File: src/rtl/lsq.sv
// lsq: in-order load/store queue between the execute stage and the data-memory bus.
// Define LSQ_MISALIGN_EXCP_EN to trap misaligned accesses instead of issuing them.
module lsq #(
  parameter int C_XLEN  = 32,
  parameter int C_DEPTH = 4
) (
  input  logic              clk_i,
  input  logic              resetb_i,
  input  logic              clk_en_i,
  input  logic              exs_lq_wr_i,
  input  logic              exs_sq_wr_i,
  input  logic [2:0]        exs_funct3_i,
  input  logic [4:0]        exs_regd_addr_i,
  input  logic [C_XLEN-1:0] exs_regs2_data_i,
  input  logic [C_XLEN-1:0] exs_addr_i,
  output logic              exs_full_o,
  output logic              lsq_empty_o,
  output logic              dmem_req_o,
  input  logic              dmem_ack_i,
  output logic              dmem_we_o,
  output logic [C_XLEN-1:0] dmem_addr_o,
  output logic [3:0]        dmem_be_o,
  output logic [C_XLEN-1:0] dmem_wdata_o,
  input  logic              dmem_rvalid_i,
  input  logic [C_XLEN-1:0] dmem_rdata_i,
  output logic              regd_wr_o,
  input  logic              regd_ack_i,
  output logic [4:0]        regd_addr_o,
  output logic [C_XLEN-1:0] regd_data_o,
  output logic              hvec_lmaf_o,
  output logic              hvec_smaf_o
);

  localparam int PW = $clog2(C_DEPTH);
  localparam logic [PW:0] CNT_FULL = (PW+1)'(C_DEPTH);

  typedef enum logic [2:0] {IDLE, REQ, RESP, WB, FAULT} state_t;
  state_t state, state_nxt;

  logic [C_DEPTH-1:0] q_store;
  logic [2:0]         q_funct3 [C_DEPTH];
  logic [4:0]         q_regd   [C_DEPTH];
  logic [C_XLEN-1:0]  q_data   [C_DEPTH];
  logic [C_XLEN-1:0]  q_addr   [C_DEPTH];

  logic [PW-1:0] rd_ptr, wr_ptr;
  logic [PW:0]   count;
  logic          push, pop;

  logic              h_store;
  logic [2:0]        h_funct3;
  logic [4:0]        h_regd;
  logic [C_XLEN-1:0] h_data;
  logic [C_XLEN-1:0] h_addr;
  logic [1:0]        h_a;

  logic [3:0]        lane_be;
  logic [C_XLEN-1:0] lane_wdata;
  logic [7:0]        ld_byte;
  logic [15:0]       ld_half;
  logic [C_XLEN-1:0] ld_ext;
  logic [C_XLEN-1:0] wb_data;
  logic [4:0]        wb_regd;

  assign h_store  = q_store[rd_ptr];
  assign h_funct3 = q_funct3[rd_ptr];
  assign h_regd   = q_regd[rd_ptr];
  assign h_data   = q_data[rd_ptr];
  assign h_addr   = q_addr[rd_ptr];
  assign h_a      = h_addr[1:0];

`ifdef LSQ_MISALIGN_EXCP_EN
  logic h_mis;
  always_comb begin
    h_mis = 1'b0;
    case (h_funct3[1:0])
      2'b00:   h_mis = 1'b0;
      2'b01:   h_mis = h_a[0];
      default: h_mis = (h_a != 2'b00);
    endcase
  end
`endif

  assign push = clk_en_i & (exs_lq_wr_i | exs_sq_wr_i) & ~exs_full_o;
  assign pop  = clk_en_i & (((state == REQ) & dmem_ack_i & h_store) |
                            ((state == WB) & regd_ack_i) |
                            (state == FAULT));

  // Entry storage carries no reset; validity is tracked solely by count.
  always_ff @(posedge clk_i) begin
    if (push) begin
      q_store[wr_ptr]  <= exs_sq_wr_i;
      q_funct3[wr_ptr] <= exs_funct3_i;
      q_regd[wr_ptr]   <= exs_regd_addr_i;
      q_data[wr_ptr]   <= exs_regs2_data_i;
      q_addr[wr_ptr]   <= exs_addr_i;
    end
  end

  always_ff @(posedge clk_i or negedge resetb_i) begin
    if (!resetb_i) begin
      rd_ptr <= '0;
      wr_ptr <= '0;
      count  <= '0;
    end else begin
      if (push) wr_ptr <= wr_ptr + 1'b1;
      if (pop)  rd_ptr <= rd_ptr + 1'b1;
      case ({push, pop})
        2'b10:   count <= count + 1'b1;
        2'b01:   count <= count - 1'b1;
        default: count <= count;
      endcase
    end
  end

  always_ff @(posedge clk_i or negedge resetb_i) begin
    if (!resetb_i) state <= IDLE;
    else if (clk_en_i) state <= state_nxt;
  end

  always_comb begin
    state_nxt = state;
    case (state)
      IDLE: begin
        if (count != '0) begin
`ifdef LSQ_MISALIGN_EXCP_EN
          state_nxt = h_mis ? FAULT : REQ;
`else
          state_nxt = REQ;
`endif
        end
      end
      REQ:     if (dmem_ack_i) state_nxt = h_store ? IDLE : RESP;
      RESP:    if (dmem_rvalid_i) state_nxt = WB;
      WB:      if (regd_ack_i) state_nxt = IDLE;
      FAULT:   state_nxt = IDLE;
      default: state_nxt = IDLE;
    endcase
  end

  // Low address bits that cannot address a lane of the access size are ignored.
  always_comb begin
    case (h_funct3[1:0])
      2'b00: begin
        lane_be    = 4'b0001 << h_a;
        lane_wdata = {4{h_data[7:0]}};
      end
      2'b01: begin
        lane_be    = h_a[1] ? 4'b1100 : 4'b0011;
        lane_wdata = {2{h_data[15:0]}};
      end
      default: begin
        lane_be    = 4'b1111;
        lane_wdata = h_data;
      end
    endcase
  end

  always_comb begin
    ld_byte = dmem_rdata_i[{h_a, 3'b000} +: 8];
    ld_half = h_a[1] ? dmem_rdata_i[31:16] : dmem_rdata_i[15:0];
    case (h_funct3[1:0])
      2'b00:   ld_ext = {{(C_XLEN-8){~h_funct3[2] & ld_byte[7]}}, ld_byte};
      2'b01:   ld_ext = {{(C_XLEN-16){~h_funct3[2] & ld_half[15]}}, ld_half};
      default: ld_ext = dmem_rdata_i;
    endcase
  end

  always_ff @(posedge clk_i or negedge resetb_i) begin
    if (!resetb_i) begin
      wb_data <= '0;
      wb_regd <= '0;
    end else if (clk_en_i && state == RESP && dmem_rvalid_i) begin
      wb_data <= ld_ext;
      wb_regd <= h_regd;
    end
  end

  always_comb begin
    dmem_req_o   = 1'b0;
    dmem_we_o    = 1'b0;
    dmem_addr_o  = '0;
    dmem_be_o    = '0;
    dmem_wdata_o = '0;
    regd_wr_o    = 1'b0;
    regd_addr_o  = '0;
    regd_data_o  = '0;
    hvec_lmaf_o  = 1'b0;
    hvec_smaf_o  = 1'b0;
    if (state == REQ) begin
      dmem_req_o   = 1'b1;
      dmem_we_o    = h_store;
      dmem_addr_o  = {h_addr[C_XLEN-1:2], 2'b00};
      dmem_be_o    = lane_be;
      dmem_wdata_o = lane_wdata;
    end
    if (state == WB) begin
      regd_wr_o   = 1'b1;
      regd_addr_o = wb_regd;
      regd_data_o = wb_data;
    end
`ifdef LSQ_MISALIGN_EXCP_EN
    if (state == FAULT) begin
      hvec_lmaf_o = ~h_store;
      hvec_smaf_o = h_store;
    end
`endif
    exs_full_o  = (count == CNT_FULL);
    lsq_empty_o = (count == '0) && (state == IDLE);
  end

  push_while_full: assert property (@(posedge clk_i) disable iff (!resetb_i)
    !(clk_en_i && (exs_lq_wr_i || exs_sq_wr_i) && exs_full_o))
    else $warning("lsq: push while full dropped");

endmodule

File: config.mk
export PLATFORM = sky130hd
export DESIGN_NAME = lsq
export DESIGN_NICKNAME = d
export VERILOG_FILES = /design/src/rtl/lsq.sv
export SDC_FILE = /design/constraint.sdc
export NUM_CORES = 1
export LEC_CHECK = 0
export ABC_AREA = 1
export CAP_MARGIN = 20
export CORE_ASPECT_RATIO = 1.4
export CORE_MARGIN = 5
export CORE_UTILIZATION = 54
export CTS_CLUSTER_SIZE = 8
export DETAILED_ROUTE_END_ITERATION = 6
export PLACE_DENSITY_LB_ADDON = 0.15
export SYNTH_ARGS = -nofsm -noshare
export SYNTH_HDL_FRONTEND = slang
export SYNTH_SLANG_ARGS = --single-unit
File: constraint.sdc
create_clock -name clk_i -period 5 [get_ports clk_i]
set_input_delay 0.75 -clock clk_i [delete_from_list [all_inputs] [get_ports clk_i]]
set_output_delay 0.75 -clock clk_i [all_outputs]
set_load 0.01 [all_outputs]
# After elaboration in Yosys (flattened, before gate mapping)
# Memories as Yosys holds them, arrays and structs flattened. A register that Yosys moved wholly into a read port is not among the register bits.
# Index checks and enable logic that the tools add are counted.
[word_totals]
ramBits = 288
memories = 4
ff_bits = 46
output_inout_bits = 112
inputBits = 112
[op_classes]
shifts = 2
muxes = 27
eq_ne = 12
addsub = 4
n_reduce_logical = 11
bitwise = 13
magnitude_cmp = 3
[memory_table]
columns = ["memory", "depth", "word_bits", "rd", "rd_clocked_by_memory_dff", "wr", "line_no", "rtl"]
rows = [
  ["q_addr", 4, 32, 1, 0, 1, "44", "logic [C_XLEN-1:0] q_addr [C_DEPTH];"],
  ["q_data", 4, 32, 1, 0, 1, "43", "logic [C_XLEN-1:0] q_data [C_DEPTH];"],
  ["q_regd", 4, 5, 1, 1, 1, "42", "logic [4:0] q_regd [C_DEPTH];"],
  ["q_funct3", 4, 3, 1, 0, 1, "41", "logic [2:0] q_funct3 [C_DEPTH];"],
]
[ops]
columns = ["op", "count"]
rows = [
  ["$pmux 32 s2", 2],
  ["$mux 32", 3],
  ["$shiftx 32x6->8", 1],
  ["$mux 16", 1],
  ["$mux 3", 4],
  ["$pmux 3 s4", 1],
  ["$and 1x1->1", 8],
  ["$mux 4", 2],
  ["$ne 2x2->1 const B", 4],
  ["$pmux 4 s2", 1],
  ["$mux 1", 7],
  ["$eq 3x2->1 const B", 2],
  ["$eq 3x3->1 const B", 2],
  ["$logic_not 3->1", 2],
  ["$lt 2x3->1 const B", 2],
  ["$pmux 3 s2", 1],
  ["$mux 5", 1],
  ["$reduce_and 5->1", 1],
  ["$add 2x1->2 const B", 2],
  ["$bwmux 4", 1],
  ["$eq 2x1->1 const B", 2],
  ["$logic_and 1x1->1", 4],
  ["$shl 1x2->4 const A", 1],
  ["$add 3x1->3 const B", 1],
  ["other kinds (13)", 16],
]

# Depth between registers and ports, before layout
[depth]
word_depth = 8
ltp_mapped = 17

# Worst setup path before layout
# No wires, ideal clock.
[synth_path]
path_kind = "in2reg"
startpoint = "input port clk_en_i"
endpoint = "memory q_addr[0][0], enable pin"
t_required_ns = 4.495
n_path_buf = 0
arrival_ns = 4.135
cell_stages = 4
setup_time_ns = 0.505
setup_slack_ns = 0.360
path_cell_list = "inv_1 > nor2_1 > o21ai_1 > nor2_1"
[synth_via]
elab_chain_cells = 4
[synth_rtl]
columns = ["element", "line_no", "rtl"]
rows = [
  ["from (decl)", "9", "input logic clk_en_i,"],
  ["$and 1x1->1 (2 in a row)", "84", "assign push = clk_en_i & (exs_lq_wr_i | exs_sq_wr_i) & ~exs_full_o;"],
  ["$mux 1", "91", "if (push) begin"],
  ["$mux 1 (implied by the code)", "96", "q_addr[wr_ptr] <= exs_addr_i;"],
  ["to (decl)", "44", ""],
]
# No other way between the ends.

# Final worst setup path
[layout_path]
startpoint = "register rd_ptr[0]"
endpoint = "output port dmem_wdata_o[11]"
[layout_via]
elab_chain_cells = 4
[layout_rtl]
columns = ["element", "line_no", "rtl"]
rows = [
  ["from (decl)", "46", "logic [PW-1:0] rd_ptr, wr_ptr;"],
  ["from (signal assigned)", "107", "if (pop) rd_ptr <= rd_ptr + 1'b1;"],
  ["$mem_v2 4x3", "--", ""],
  ["$eq 2x1->1 or $logic_not 2->1 (tied branches)", "143", "case (h_funct3[1:0])"],
  ["$pmux 32 s2 *", "143", ""],
  ["$mux 32 *", "190", "if (state == REQ) begin"],
  ["to (decl)", "23", "output logic [C_XLEN-1:0] dmem_wdata_o,"],
]
# Mark *: on every way between the ends. The rest lies on a longest branch, timed or not.

==> results.md <==
* Share of layout cells above drive strength 1 at 6.84%
* Maximum clock frequency at 225 MHz
* Post-synth EDFFs at 292
* Slowest cell on crit path: dfrtp_4
* # IOs at 224
* Largest net degree at the start of global routing at 74
* Final setup TNS at 0 ns
* Clock Latency Late Sink at 0.54 ns
* Post-synth top area share at 60.1%
* HP Class: input port to async pin
* R2R depth at 11
* GPL Wtd Cong at 0.942
* Post-Syn Instances at 1337
* Synth area leader: edfxtp_1
* Area contributors post-synth: edfxtp_1 60%, dfrtp_1 7.9%, nor2_1 7.0%, o21ai_0 5.5%, nand2_1 4.5%
* Clk_skew at 0.0264 ns
* Tcrit/Tclk final at 89.0%
* Data arrival, critical path at 3.70 ns
* Register area share after synthesis at 68.0%
* Nets at 1663
* LEAKAGE at 6.98 nW
* Crit-path cells: inv_4 > buf_4 > nand2_1 > nand3_1 > nand3_1 > inv_2 > o21ai_1 > a21oi_1 > clkdlybuf4s50_1
* Worst r2r src: rd_ptr[0]
* Vias per cell at 5.42
* CORE AREA at 0.0267 mm^2
* Hold_buf cts at 0
* CP Capture Type: primary output
* Synth top cells by count: 292 x edfxtp_1, 270 x nor2_1, 176 x nand2_1, 160 x o21ai_0, 109 x inv_1
* Startpoint class of the critical path: flop
* Final WL at 38900 um
* #FFs+latches synth at 338
* RSZ-0062 raised after global routing: no
* Cells resized by post-CTS repair at 0
* Async set-or-reset flop fraction in the synthesized netlist at 13.6%
* Finished Core Util at 68.7%
* Maximum net fanout on the critical path at 51
* Post-route ant nets at 0
* CTS tree: yes
* Most common cell in the netlist: edfxtp_1
* Cell variety after synth at 40
* Die H at 204 um
* Via count at 10476
* Endpoints failing setup at 0
* Post-synthesis cell area at 0.0146 mm^2
* Final Hold Vio Count at 0
* CP most frequent cell: nand3_1
* Outcome: complete, no violations
* Final-report max-slew violation count at 0
* Yosys warnings at 0
* Total GRT Usage at 25.1%
* Detailed Routing Iterations Pass 1 at 5
* Clock Path Buffers at 3
* Floorplan row count at 71
* Worst-margin pin slew at 1.11 ns
* IO Port Bufs at 219
* End of the critical path: dmem_wdata_o[11]
* Reg-to-reg critical path endpoint: wb_data[1]
* DRT iter0 DRCs at 773
* Final Critical Period at 4.45 ns
* Critical Path Max Stage Delay at 0.60 ns
* CTS clk-pin slew, worst paths at 0.05 ns
* Htree depth at 2
* DRC violations left at 0
* Wirelength per Cell at 20.1 um
* Multi-input logic area at 0.00384 mm^2
* Max cap viols at 0
* Grt total ovfl at 0
* Syn_area_per_cell at 10.9 um^2
* Fillers at 1980
* Vias in the first global route at 10469
* WS Path Type: flop to primary output
* TritonCTS Buffers at 48
* Synth Flop Type: edfxtp_1
* Global-route wire length before repair at 58600 um
* Postcts setup bufs at 0
* Crit path launch: rd_ptr[0]
* CTS sink cnt at 338
* Dpl hpwl at 24800 um
* Layout area overhead at 26.0%
* Setup slack, reg-to-reg at 1.86 ns
* Register area at 0.00992 mm^2
* CTS Root Cell: clkbuf_16
* Initial antenna violation count at 6
* Pwr Density at 614 mW/mm^2
* Req. time, crit path at 4.25 ns
* Slew HR at 26.1%
* Initial Util at 54.5%
* Die area at 0.0304 mm^2
* Chip width at 149 um
* Max VDD drop at 405 uV
-- report_power, final --
part / internal [mW] / total (mW) / switching (mW)
combinational: 1.70 / 4.63 / 2.93
sequential: 3.65 / 3.83 / 0.186
clock: 1.76 / 2.82 / 1.06
total: 7.10 / 11.3 / 4.17
-- layout make-up --
cell class	count	share of cell area [%]
diodes	3	0.0409
clock buffers	68	7.07
clock inverters	1	0.0477
inverters	114	2.34
multi-input cells	806	20.9
flip-flops and latches	338	54.1
well taps	365	2.49
repair buffers	237	13.1
-- kinds of logic after synthesis --
kind of cell / synth area share (%)
simple gates: 14.2
compound gates: 10.9
flops: 68.0
xor+xnor: 0.300
fa+ha+maj: 0.566
other cells: 0.0257
buf+inv: 5.94
-- critical path: cells and delay by family, from the launching register on --
family	cells	cell delay (ns)
buffers and inverters	4	1.77
AOI/OAI and AO/OA	2	0.41
DFF	1	0.60
and+or+nand+nor	3	0.35
-- per-layer routing --
metal  global-route usage [%]  part of all wire, %  vias up
met5                        0                 0.11        -
met4                     9.22                  2.9        6
li1                         -                    -     4961
met3                     5.86                  7.7       74
met1                     30.6                   38     5012
met2                     43.6                   51      423
-- layout by cell type (no fill, tap or decap), types with 4 or more instances in the layout --
| cell | n |
|---|---|
| edfxtp_1 | 292 |
| nor2_1 | 266 |
| clkdlybuf4s50_1 | 218 |
| nand2_1 | 175 |
| o21ai_0 | 160 |
| inv_1 | 109 |
| a21oi_1 | 64 |
| clkbuf_16 | 49 |
| dfrtp_1 | 44 |
| nand3_1 | 42 |
| clkbuf_1 | 19 |
| buf_4 | 13 |
| o22ai_1 | 12 |
| o21ai_1 | 10 |
| a32o_1 | 8 |
| a22oi_2 | 8 |
| nand2_2 | 7 |
| o221ai_1 | 7 |
| o22a_1 | 7 |
| nand3_2 | 5 |
| ha_1 | 5 |
| nor2_4 | 4 |
| inv_2 | 4 |
| xor2_1 | 4 |
| conb_1 | 4 |
-- per-stage QoR --
stage | worst slack (ns) | hold slack [ns] | instances | power (mW) | cell area, um^2
global route | 0.265 | 0.361 | 1932 | 11.9 | 18400
CTS | 0.551 | 0.323 | 1928 | 11.3 | 18300
detailed placement | 1.13 | 0.500 | 1859 | 8.49 | 17000
global placement | 1.12 | 0.494 | 1858 | 8.43 | 17000
floorplan | 0.360 | 0.454 | 1340 | 6.60 | 14600
finish | 0.549 | 0.319 | 1932 | 11.3 | 18400
-- registers in the layout, summed over array words and instances (netlist names) --
signal / cells
count: 3
q_addr: 128
q_data: 128
q_funct3: 12
q_regd: 20
q_store: 4
rd_ptr: 2
state: 2
wb_data: 32
wb_regd: 5
wr_ptr: 2
-- worst min-delay path by stage --
stage | startpoint | to | depth (start not counted)
final | resetb_i | wb_data[5] | 2
after global routing | resetb_i | wb_data[0] | 2
after CTS | resetb_i | wb_data[3] | 2
after detailed placement | wb_data[1] | wb_data[1] | 2
after global placement | wb_data[4] | wb_data[4] | 2
after floorplan | resetb_i | count[0] | 0
Note: power is estimated with default switching activity, not from simulation.
